**src/rtl/game_state_sequencer_pkg.sv**
```systemverilog
// rtl/game_state_sequencer_pkg.sv - shared state codes and widths for the game state path
// Used by game_state_sequencer and the seven-segment state decoder so the
// display codes are defined in exactly one place.
package game_state_sequencer_pkg;

  localparam int STATE_W = 3;
  localparam int SCORE_W = 8;

  typedef enum logic [STATE_W-1:0] {
    ST_HOME  = 3'b001,
    ST_PLAY  = 3'b010,
    ST_SCORE = 3'b011,
    ST_FAIL  = 3'b100
  } state_e;

  function automatic logic is_legal_state(input logic [STATE_W-1:0] s);
    return (s == ST_HOME) || (s == ST_PLAY) || (s == ST_SCORE) || (s == ST_FAIL);
  endfunction

endpackage

```
**src/rtl/game_state_sequencer_btn_sync_edge.sv**
```systemverilog
// rtl/game_state_sequencer_btn_sync_edge.sv - button synchronizer, rising-edge detect and lockout
// Ports:
//   clk     in  system clock
//   reset   in  asynchronous active-high reset
//   btn_raw in  raw button level, asynchronous to clk
//   press   out one-cycle accepted press pulse (combinational from flops)
module btn_sync_edge #(
  parameter int LOCKOUT_CYCLES = 1_000_000
) (
  input  logic clk,
  input  logic reset,
  input  logic btn_raw,
  output logic press
);

  localparam int LOCK_W = (LOCKOUT_CYCLES > 1) ? $clog2(LOCKOUT_CYCLES) : 1;
  localparam logic [LOCK_W-1:0] LOCK_LOAD = LOCK_W'(LOCKOUT_CYCLES - 1);

  // sync_q[0], sync_q[1]: two-flop synchronizer; sync_q[2]: previous synced level
  logic [2:0]        sync_q, sync_d;
  logic [LOCK_W-1:0] lock_q, lock_d;

  always_ff @(posedge clk or posedge reset) begin
    if (reset) begin
      sync_q <= '0;
      lock_q <= '0;
    end else begin
      sync_q <= sync_d;
      lock_q <= lock_d;
    end
  end

  always_comb begin
    sync_d = {sync_q[1:0], btn_raw};
    press  = sync_q[1] & ~sync_q[2] & (lock_q == '0);
    lock_d = lock_q;
    if (press)
      lock_d = LOCK_LOAD;
    else if (lock_q != '0)
      lock_d = lock_q - LOCK_W'(1);
  end

endmodule

```
**src/rtl/game_state_sequencer.sv**
```systemverilog
// rtl/game_state_sequencer.sv - HOME/PLAY/SCORE/FAIL sequencer driving the display state bus
// Ports:
//   clk          in  system clock
//   reset        in  asynchronous active-high reset
//   btn_start    in  raw start/acknowledge button
//   btn_hit      in  raw hit button
//   state        out display state code (001/010/011/100 only)
//   score        out current hit count
//   state_change out one-cycle pulse in the first cycle of a new state value
module game_state_sequencer
  import game_state_sequencer_pkg::*;
#(
  parameter int TIMEOUT_CYCLES = 100_000_000,
  parameter int HOLD_CYCLES    = 200_000_000,
  parameter int WIN_SCORE      = 10,
  parameter int LOCKOUT_CYCLES = 1_000_000
) (
  input  logic               clk,
  input  logic               reset,
  input  logic               btn_start,
  input  logic               btn_hit,
  output logic [STATE_W-1:0] state,
  output logic [SCORE_W-1:0] score,
  output logic               state_change
);

  localparam int TMR_MAX = (TIMEOUT_CYCLES > HOLD_CYCLES) ? TIMEOUT_CYCLES : HOLD_CYCLES;
  localparam int TMR_W   = (TMR_MAX > 1) ? $clog2(TMR_MAX) : 1;
  localparam logic [TMR_W-1:0]   TIMEOUT_LAST = TMR_W'(TIMEOUT_CYCLES - 1);
  localparam logic [TMR_W-1:0]   HOLD_LAST    = TMR_W'(HOLD_CYCLES - 1);
  localparam logic [SCORE_W-1:0] WIN_VAL      = SCORE_W'(WIN_SCORE);

  logic start_press, hit_press;

  btn_sync_edge #(.LOCKOUT_CYCLES(LOCKOUT_CYCLES)) u_start_sync (
    .clk     (clk),
    .reset   (reset),
    .btn_raw (btn_start),
    .press   (start_press)
  );

  btn_sync_edge #(.LOCKOUT_CYCLES(LOCKOUT_CYCLES)) u_hit_sync (
    .clk     (clk),
    .reset   (reset),
    .btn_raw (btn_hit),
    .press   (hit_press)
  );

  state_e             state_q, state_d;
  logic [SCORE_W-1:0] score_q, score_d, score_inc;
  logic [TMR_W-1:0]   timer_q, timer_d;
  logic               state_change_q, state_change_d;

  // One timer serves both PLAY (hit timeout) and SCORE/FAIL (hold);
  // every state transition clears it.
  always_ff @(posedge clk or posedge reset) begin
    if (reset) begin
      state_q        <= ST_HOME;
      score_q        <= '0;
      timer_q        <= '0;
      state_change_q <= 1'b0;
    end else begin
      state_q        <= state_d;
      score_q        <= score_d;
      timer_q        <= timer_d;
      state_change_q <= state_change_d;
    end
  end

  always_comb begin
    state_d   = state_q;
    score_d   = score_q;
    timer_d   = timer_q;
    score_inc = score_q + SCORE_W'(1);
    case (state_q)
      ST_HOME: begin
        score_d = '0;
        timer_d = '0;
        if (start_press)
          state_d = ST_PLAY;
      end
      ST_PLAY: begin
        // A hit in the timeout cycle takes priority over the timeout.
        if (hit_press) begin
          score_d = score_inc;
          timer_d = '0;
          if (score_inc == WIN_VAL)
            state_d = ST_SCORE;
        end else if (timer_q == TIMEOUT_LAST) begin
          state_d = ST_FAIL;
          timer_d = '0;
        end else begin
          timer_d = timer_q + TMR_W'(1);
        end
      end
      ST_SCORE, ST_FAIL: begin
        if (start_press || (timer_q == HOLD_LAST)) begin
          state_d = ST_HOME;
          score_d = '0;
          timer_d = '0;
        end else begin
          timer_d = timer_q + TMR_W'(1);
        end
      end
      default: begin
        state_d = ST_HOME;
        score_d = '0;
        timer_d = '0;
      end
    endcase
    // Compare against what is displayed so an illegal code (shown as HOME)
    // recovering to HOME does not pulse.
    state_change_d = (state_d != state);
  end

  always_comb begin
    state        = is_legal_state(state_q) ? state_q : ST_HOME;
    score        = score_q;
    state_change = state_change_q;
  end

endmodule

```
**config.mk**
```make
export PLATFORM = sky130hd
export DESIGN_NAME = game_state_sequencer
export DESIGN_NICKNAME = d
export VERILOG_FILES = /design/src/rtl/game_state_sequencer_pkg.sv /design/src/rtl/game_state_sequencer_btn_sync_edge.sv /design/src/rtl/game_state_sequencer.sv
export SDC_FILE = /design/constraint.sdc
export NUM_CORES = 1
export LEC_CHECK = 0
export ABC_AREA = 1
export CAP_MARGIN = 0
export CORE_MARGIN = 3
export CORE_UTILIZATION = 55
export CTS_CLUSTER_SIZE = 20
export DETAILED_ROUTE_END_ITERATION = 10
export PLACE_DENSITY = 0.73
export SETUP_SLACK_MARGIN = 0.2
export SYNTH_ARGS = -nofsm -noshare
export SYNTH_HDL_FRONTEND = slang
export SYNTH_HIERARCHICAL = 1
export SYNTH_SLANG_ARGS = --single-unit
```
**constraint.sdc**
```tcl
create_clock -name clk -period 2.4 [get_ports clk]
set_clock_uncertainty 0.1 [all_clocks]
set_input_delay 0.72 -clock clk [delete_from_list [all_inputs] [get_ports clk]]
set_output_delay 0.72 -clock clk [all_outputs]
set_load 0.05 [all_outputs]
```
==> results.toml, run 1 <==
[setup_path]
setup.worst_path.class = "flip-flop to output port"
critical_path_peak_fanout = 3
crit_required_ns = 1.58
largest_stage_delay_worst_path_ns = 0.59
cp-end-kind = "output port"
critPathArrivalTime_ns = 1.36
crit_path_cell_trace = "inv_2 -> nand3_4 -> inv_1 -> buf_12"
worst_setup_path_start_kind = "flip-flop"
cp_slowest_cell = "dfstp_2"

[placement]
hpwl_mm = 7.56
finalWeightedCongestion = 0.924
port_buffers = 15

[yosys]
synth.cell_area_um2 = 5080
ys_warn_count = 6
syn_area_per_cell_um2 = 7.72
async_reset_ff_frac = 1.00
synth-edff-count = 0
ys_dominant_reg_cell = "dfrtp_1"
postSynthCellCount = 658
synth.lib_cells_used.distinct = 37
net_count_synth = 667
synth.yosys.seq_area_share = 0.424
ys_seq_elements = 86

[timing]
tns_ns = 0
post-route-period-util = 0.909
rsz0062_at_grt = "yes"
worst_pin_slew_ns = 0.490
timing.final.hold_violations = 0
setup_violations = 0
whs_ns = 0.252
finalCriticalPeriod_ns = 2.18
relSlewSlack = 0.674
clock.fmax_mhz = 458
report.final.slew_viol_count = 0

[pwr]
clock_network_power_share = 0.211
peakVddDrop_uv = 313
cell_pwr_density_nw_per_um2 = 795
comb_power_share = 0.343
seqPwrFrac = 0.446
cell_internal_power_mw = 2.70
switching_share = 0.413
leakage_power_nw = 2.62
switchingPower_mw = 1.90

[finish]
commonest_non_fill_non_tap_cell_in_the_layout = "nand2_1"
fillCellCount = 748
area_grow_syn2layout_pct = 13.9
finish.net_count = 714
drive_gt1_frac = 0.183
final_cell_mix = "nand2_1 (153), nor2_1 (103), inv_1 (84), dfrtp_1 (84), nand3_1 (36)"
antenna_cells = 0

[clocking]
clock_sinks = 86
cts_buffers = 9
root_buffer = "clkbuf_8"
max-clock-path-buffers = 2
clock_tree.htree_level_count = 3
clock_pin_slew_of_the_registers_on_the_worst_case_setup_and_hold_paths_ns = 0.10
tritoncts = "done"
clk_latency_ns = 0.37

[global_routing]
grtUsageTotal = 0.214
antenna_violations_before_repair = 0
overflow = 0
grt_pass1_vias = 3967
grt_first_pass_wirelength_mm = 18.0
grt_max_degree = 41

[floorplanning]
core_area_um2 = 8850
floorplan.initialDensity = 0.574
die_y_um = 102
die_w_um = 102
design.die.area_um2 = 10400
row_count = 34
io_pins = 16

[route]
avgRoutedWirePerCell_um = 13.4
drt.antenna.violating_nets = 0
drt_drc_violations_left = 0
initialDrtViolationCount = 175
drt-vias-per-instance = 5.28
vias = 4318
wirelength_mm = 10.9
firstDrtPassIters = 5

[flow_run]
cap_violations = 0

[worst_hold_path]
holdCritPathClass = "flip-flop to flip-flop"

[status]
result_of_the_run = "complete, no violations"
## power groups by stage
stage	Clock (mW)	Sequential [mW]	Combinational, mW
2_1_floorplan	0	2.01	1.22
3_3_place_gp	0	2.06	1.40
3_5_place_dp	0	2.07	1.44
4_1_cts	0.997	2.04	1.45
5_1_grt	1.06	2.09	1.78
6_report	0.971	2.05	1.58
## logic make-up (layout without fill, tap and decap cells)
| logic type | count (synthesis) | in the layout | synth area share |
|---|---|---|---|
| AO/OA/AOI/OAI | 38 | 39 | 0.0433 |
| adder cells (fa/ha/maj) | 5 | 5 | 0.0123 |
| AND/OR/NAND/NOR | 392 | 395 | 0.373 |
| buffers and inverters | 98 | 146 | 0.0807 |
| flip-flops | 86 | 86 | 0.424 |
| XOR/XNOR | 39 | 39 | 0.0672 |
## cells in the mapped netlist (3+ instances only)
cell type | n | area, um^2
nand3_1 | 38 | 190
ha_1 | 5 | 62.6
o211ai_1 | 3 | 22.5
nor3_1 | 12 | 60.1
nor3_2 | 3 | 30.0
nor2_4 | 6 | 67.6
nand3_4 | 3 | 52.6
nor2_2 | 32 | 200
a21oi_1 | 14 | 70.1
nand2_1 | 155 | 582
inv_1 | 89 | 334
nand3b_1 | 5 | 37.5
nand2_2 | 7 | 43.8
nand4_1 | 17 | 106
nor2_1 | 103 | 387
dfrtp_1 | 85 | 2130
xnor2_1 | 10 | 87.6
xor2_1 | 29 | 254
inv_2 | 5 | 18.8
o21ai_0 | 14 | 70.1
## worst max-delay path: cells and delay by family, from the launching register on
| kind | cells | cell delay, ns |
|---|---|---|
| simple gates | 1 | 0.09 |
| buf+inv | 3 | 0.32 |
| flops | 1 | 0.59 |
## state kept, by name, summed over array words and instances (netlist names)
| register | flops |
|---|---|
| u_start_sync/sync_q | 3 |
| timer_q | 28 |
| state_change | 1 |
| u_hit_sync/lock_q | 20 |
| score | 8 |
| u_start_sync/lock_q | 20 |
| state_q | 3 |
| u_hit_sync/sync_q | 3 |
## layer usage
layer / vias to the layer above / global-route usage / wire, um / share of wire
met5: - / 0 / 0 / 0
met4: 0 / 0.0848 / 215 / 0.020
met3: 21 / 0.0341 / 360 / 0.033
li1: 2156 / - / - / -
met2: 79 / 0.341 / 5280 / 0.48
met1: 2062 / 0.295 / 5080 / 0.46
## area by class of cell
| type | count | area, um^2 | share of cell area |
|---|---|---|---|
| clock buffer | 10 | 128 | 0.0220 |
| clock inverter | 6 | 53.8 | 0.00929 |
| inverter | 95 | 364 | 0.0629 |
| multi-input combinational | 478 | 2630 | 0.454 |
| sequential | 86 | 2150 | 0.372 |
| tap | 108 | 135 | 0.0233 |
| timing repair buffer | 35 | 324 | 0.0560 |
## path summary, 6_finish.rpt
| check | from | cells after the start | to | slack (ns) |
|---|---|---|---|---|
| max in group asynchronous | reset | 3 | state_q[0] | 1.22 |
| hold / removal | u_hit_sync/sync_q[0] | 0 | u_hit_sync/sync_q[1] | 0.25 |
| min in group asynchronous | reset | 3 | u_start_sync/lock_q[15] | 0.69 |
| hold reg to reg | u_hit_sync/sync_q[0] | 0 | u_hit_sync/sync_q[1] | 0.25 |
| setup reg to reg | u_hit_sync/lock_q[1] | 12 | state_change | 0.30 |
| setup / recovery | state_q[0] | 4 | state[2] | 0.22 |
## per-stage QoR
step                worst slack [ns]  cells  instance area [um^2]  power (mW)  utilization
floorplan                      0.230    658                  5080        3.24            -
global placement               0.328    786                  5390        3.46        0.610
detailed placement             0.259    786                  5390        3.51        0.610
CTS                            0.207    806                  5620        4.50        0.635
global route                   0.145    818                  5790        4.93        0.654
finish                         0.218    818                  5790        4.60        0.654
## what timing repair did
action                     in CTS  in global routing
hold buffers                    0                  0
gates cloned                    0                  4
setup endpoints to repair       5                 40
gates resized for setup         9                 14
buffers inserted                4                  8
pin swaps                       1                  6
Note: power is estimated with default switching activity, not from simulation.
==> inputs of run 2 (changes only) <==
PLACE_DENSITY = 0.72   (was 0.73)
SETUP_SLACK_MARGIN = 0.4   (was 0.2)
SYNTH_HIERARCHICAL = default   (was 1)
==> results.toml, run 2 <==
[status]
result_of_the_run = "complete, no violations"

[clocking]
cts_buffers = 9
clock_pin_slew_of_the_registers_on_the_worst_case_setup_and_hold_paths_ns = 0.09
clock_sinks = 86
tritoncts = "done"
clock_tree.htree_level_count = 3
clk_latency_ns = 0.37
root_buffer = "clkbuf_8"
max-clock-path-buffers = 2
holdBufCountCts = 0

[finish]
drive_gt1_frac = 0.189
area_grow_syn2layout_pct = 17.7
largest_register_ffs = 28
final_cell_mix = "nand2_1 (131), nor2_1 (94), dfrtp_1 (85), inv_1 (77), nand3_1 (47)"
layout_top_registers = "timer_q (28), u_hit_sync.lock_q (20), u_start_sync.lock_q (20)"
largest_register = "timer_q"
antenna_cells = 0
finish.net_count = 754
commonest_non_fill_non_tap_cell_in_the_layout = "nand2_1"

[worst_hold_path]
holdCritPathClass = "flip-flop to flip-flop"

[route]
avgRoutedWirePerCell_um = 14.0
firstDrtPassIters = 8
drt.antenna.violating_nets = 0
wirelength_mm = 12.3
initialDrtViolationCount = 245
drt-vias-per-instance = 5.39
vias = 4725
drt_drc_violations_left = 0

[yosys]
net_count_synth = 701
synth.lib_cells_used.distinct = 48
synth-edff-count = 0
async_reset_ff_frac = 1.00
synth.yosys.seq_area_share = 0.409
syn_area_per_cell_um2 = 7.62
synth.cell_area_um2 = 5260
ys_dominant_reg_cell = "dfrtp_1"
yosysTopAreaCell = "dfrtp_1"
netlist_top_cells_count = "nand2_1 (135), nor2_1 (98), dfrtp_1 (85), inv_1 (85), nand3_1 (52)"
synthMostInstantiatedCell = "nand2_1"
yosysTopAreaCellShare = 0.404
ys_top_cells_by_area = "dfrtp_1 (40%), nand2_1 (9.6%), nor2_1 (7.0%)"
ys_warn_count = 0
ys_seq_elements = 86
postSynthCellCount = 690

[pwr]
seqPwrFrac = 0.420
clock_network_power_share = 0.226
switching_share = 0.396
p_total_mw = 4.97
cell_internal_power_mw = 3.00
leakage_power_nw = 2.74
peakVddDrop_uv = 670
comb_power_share = 0.354
cell_pwr_density_nw_per_um2 = 804
switchingPower_mw = 1.97

[floorplanning]
floorplan.initialDensity = 0.567
die_w_um = 104
die_y_um = 104
io_pins = 16
core_area_um2 = 9280
design.die.area_um2 = 10800
row_count = 35

[placement]
finalWeightedCongestion = 0.914
port_buffers = 15
hpwl_mm = 8.46

[timing]
post-route-period-util = 0.921
worst_pin_slew_ns = 0.448
timing.final.hold_violations = 0
whs_ns = 0.262
finalCriticalPeriod_ns = 2.21
clock.fmax_mhz = 453
relSlewSlack = 0.701
tns_ns = 0
rsz0062_at_grt = "yes"
setup_violations = 0
report.final.slew_viol_count = 0

[setup_path]
cp_slowest_cell = "dfrtp_1"
crit_required_ns = 1.58
crit_path_cell_trace = "nand2_4 -> nor2_4 -> inv_4 -> nand2_4 -> inv_4 -> buf_12"
critical_path_peak_fanout = 3
critical_path.top_delay_family = "flip-flops"
cp-end-kind = "output port"
setup.worst_path.class = "flip-flop to output port"
largest_stage_delay_worst_path_ns = 0.48
critPathArrivalTime_ns = 1.39
crit_buf_inv = 3
worst_setup_path_start_kind = "flip-flop"

[global_routing]
overflow = 0
grt_first_pass_wirelength_mm = 20.1
grtUsageTotal = 0.227
grt_pass1_vias = 4421
antenna_violations_before_repair = 0
grt_max_degree = 87

[flow_run]
cap_violations = 0
-- run 2: changes by cell type after synthesis, moves of 4 or more --
cell | before | now
nand3_1 | 38 | 52
nor2_2 | 32 | 13
inv_1 | 89 | 85
nor2_1 | 103 | 98
nand2_1 | 155 | 135
nor3_1 | 12 | 25
a21oi_1 | 14 | 28
xor2_1 | 29 | 23
nand4_1 | 17 | 24
o21ai_1 | 2 | 8
o21ai_0 | 14 | 23
-- run 2: worst paths after layout --
kind	start	to	slack [ns]	cells past startpoint
max reg2reg	state_q[0]	state_change	0.22	15
max in group asynchronous	reset	u_hit_sync.lock_q[2]	1.13	3
min in group asynchronous	reset	score[3]	0.72	3
min reg2reg	u_hit_sync.sync_q[0]	u_hit_sync.sync_q[1]	0.26	0
max	state_q[1]	state[0]	0.19	6
min	u_hit_sync.sync_q[0]	u_hit_sync.sync_q[1]	0.26	0
-- run 2: area by class of cell --
type / count / area [um^2]
Inverter: 89 / 345
Timing Repair Buffer: 50 / 473
Tap cell: 129 / 161
Clock inverter: 7 / 97.6
Multi-Input combinational cell: 507 / 2840
Fill cell: 789 / 3090
Sequential cell: 86 / 2150
Clock buffer: 9 / 124
-- run 2: layer usage --
| metal | GRT usage | up-vias | wire length (um) |
|---|---|---|---|
| met3 | 0.0430 | 35 | 450 |
| met5 | 0 | - | 0 |
| met2 | 0.385 | 120 | 6040 |
| met1 | 0.289 | 2221 | 5450 |
| met4 | 0.0845 | 0 | 350 |
| li1 | - | 2349 | - |
-- run 2: logic make-up after synthesis --
logic type,count (synthesis),share of synthesized area
simple gates,393,0.363
buf+inv,97,0.0749
flops,86,0.409
compound gates,75,0.0833
xor+xnor,32,0.0533
fa+ha+maj,7,0.0167
-- run 2: power groups by stage --
stage / Clock, mW / Sequential, mW / Combinational (mW)
after CTS: 1.16 / 2.07 / 1.59
after floorplan: 0 / 2.05 / 1.21
after global placement: 0 / 2.08 / 1.50
after detailed placement: 0 / 2.09 / 1.51
after global routing: 1.22 / 2.13 / 1.98
final: 1.13 / 2.09 / 1.76
-- run 2: stage by stage --
step	cell area, um^2	cells	setup WS (ns)	utilization
finish	6190	877	0.190	0.667
global route	6190	877	0.166	0.667
CTS	5980	864	0.207	0.645
detailed placement	5590	833	0.325	0.602
global placement	5590	833	0.389	0.602
floorplan	5260	690	0.442	-
-- run 2: worst reg2reg max path, delay by kind of cell, from the launching register on --
| family | cells | cell delay [ns] |
|---|---|---|
| simple gates | 4 | 0.25 |
| buf+inv | 11 | 1.10 |
| flops | 1 | 0.60 |
-- run 2: repair_timing --
action | 4_1_cts | 5_1_grt
endpoints found under the setup margin | 35 | 41
pin swaps | 3 | 6
resized for setup | 31 | 38
setup buffers | 15 | 13
==> inputs of run 3 (changes only) <==
SKIP_CTS_REPAIR_TIMING = 1   (was default)
==> results.toml, run 3 (synthesized netlist as in run 2, its figures left out) <==
[status]
result_of_the_run = "complete, no violations"

[setup_path]
setup.worst_path.end = "state[0]"
critPathArrivalTime_ns = 1.48
largest_stage_delay_worst_path_ns = 0.61
worstSetupStartpoint = "state_q[0]"
r2r_start = "u_start_sync.lock_q[0]"
setup.worst_path.class = "flip-flop to output port"
worst-r2r-cell-count = 9
critical_path.top_delay_family = "flip-flops"
crit_buf_inv = 3
worst_setup_path_start_kind = "flip-flop"
crit_path_cell_trace = "nor2_4 -> inv_2 -> nand2_1 -> inv_1 -> buf_12"
crit_cells = 5
cp_slowest_cell = "dfstp_2"
critical_path_peak_fanout = 5
reg2reg_slack_ns = 0.47
rr_endpoint = "timer_q[2]"
crit_required_ns = 1.58
cp-end-kind = "output port"

[clocking]
tritoncts = "done"
clock_pin_slew_of_the_registers_on_the_worst_case_setup_and_hold_paths_ns = 0.10
clock_tree.htree_level_count = 3
clock_sinks = 86
root_buffer = "clkbuf_8"
clk_latency_ns = 0.37
cts_buffers = 9
max-clock-path-buffers = 2

[timing]
timing.final.hold_violations = 0
relSlewSlack = 0.666
clock.fmax_mhz = 434
finalCriticalPeriod_ns = 2.30
worst_pin_slew_ns = 0.500
rsz0062_at_grt = "yes"
post-route-period-util = 0.960
setup_violations = 0
setup_ws_ns = 0.0967
whs_ns = 0.261
report.final.slew_viol_count = 0

[floorplanning]
die_y_um = 104
row_count = 35
die_w_um = 104
floorplan.initialDensity = 0.567
design.die.area_um2 = 10800
core_area_um2 = 9280
io_pins = 16

[finish]
largest_register_ffs = 28
antenna_cells = 0
final_cell_mix = "nand2_1 (133), nor2_1 (96), dfrtp_1 (85), inv_1 (80), nand3_1 (49)"
largest_register = "timer_q"
finish.net_count = 738
drive_gt1_frac = 0.157
commonest_non_fill_non_tap_cell_in_the_layout = "nand2_1"
area_grow_syn2layout_pct = 14.0
fillCellCount = 817
fin_area_um2 = 6000
layout_top_registers = "timer_q (28), u_hit_sync.lock_q (20), u_start_sync.lock_q (20)"

[worst_hold_path]
holdCritPathClass = "flip-flop to flip-flop"
timing.hold.worst_path_depth = 0
hp-start = "u_start_sync.sync_q[0]"

[route]
vias = 4597
drt.antenna.violating_nets = 0
wirelength_mm = 11.5
initialDrtViolationCount = 236
drt-vias-per-instance = 5.34
drt_drc_violations_left = 0
firstDrtPassIters = 5
avgRoutedWirePerCell_um = 13.4

[global_routing]
grt_max_degree = 87
grt_first_pass_wirelength_mm = 19.5
overflow = 0
grt_pass1_vias = 4282
grtUsageTotal = 0.218
antenna_violations_before_repair = 0

[placement]
detailed_place.area_um2 = 5590
finalWeightedCongestion = 0.914
port_buffers = 15
place_worst_setup_slack_ns = 0.325
hpwl_mm = 8.46

[pwr]
leakage_power_nw = 2.67
peakVddDrop_uv = 711
p_total_mw = 4.86
cell_pwr_density_nw_per_um2 = 811

[flow_run]
cap_violations = 0
-- run 3: cell types whose count changed in the layout (fill, tap and decap cells not counted), moves of 3 or more --
| cell | delta |
|---|---|
| inv_1 | +3 |
| buf_4 | -7 |
| buf_2 | -3 |
| clkbuf_2 | +3 |
| buf_6 | -9 |
-- run 3: area by class of cell --
type	count	area (um^2)	area share
multi-input cells	507	2800	0.467
inverters	89	340	0.0567
clock inverters	7	97.6	0.0163
clock buffers	9	124	0.0207
well taps	129	161	0.0269
repair buffers	34	320	0.0534
flip-flops and latches	86	2150	0.359
-- run 3: through the flow --
step / TNS (ns) / cells / utilization
global placement: 0 / 833 / 0.602
CTS: -0.156 / 849 / 0.625
floorplan: 0 / 690 / -
global route: 0 / 861 / 0.646
detailed placement: 0 / 833 / 0.602
finish: 0 / 861 / 0.646
-- run 3: how the worst min path moves through the flow --
stage | end | slack, ns
6_report | u_start_sync.sync_q[1] | 0.26
5_1_grt | u_start_sync.sync_q[1] | 0.27
4_1_cts | u_hit_sync.sync_q[1] | 0.26
3_5_place_dp | u_hit_sync.sync_q[1] | 0.24
3_3_place_gp | u_start_sync.sync_q[1] | 0.23
2_1_floorplan | u_hit_sync.sync_q[1] | 0.23
-- run 3: per-layer routing --
metal  track usage  vias to the layer above  share of wire
li1              -                     2323              -
met1         0.285                     2174           0.46
met2         0.367                       78           0.49
met3        0.0430                       22          0.028
met4        0.0712                        0          0.016
met5             0                        -              0
-- run 3: power breakdown --
group / switching (mW) / leakage [nW] / total [mW] / internal, mW
clock: 0.538 / 0.106 / 1.13 / 0.589
sequential: 0.321 / 1.11 / 2.08 / 1.76
combinational: 1.06 / 1.45 / 1.66 / 0.601
total: 1.92 / 2.67 / 4.86 / 2.95
-- run 3: worst reg2reg max path: stages (launching register included) --
cell,delay [ns]
dfrtp_1,0.37
inv_1,0.12
ha_2,0.21
nand2_1,0.09
nor2_4,0.18
nand4_4,0.18
o211ai_4,0.15
buf_8,0.16
nand2_2,0.08
and3b_1,0.17
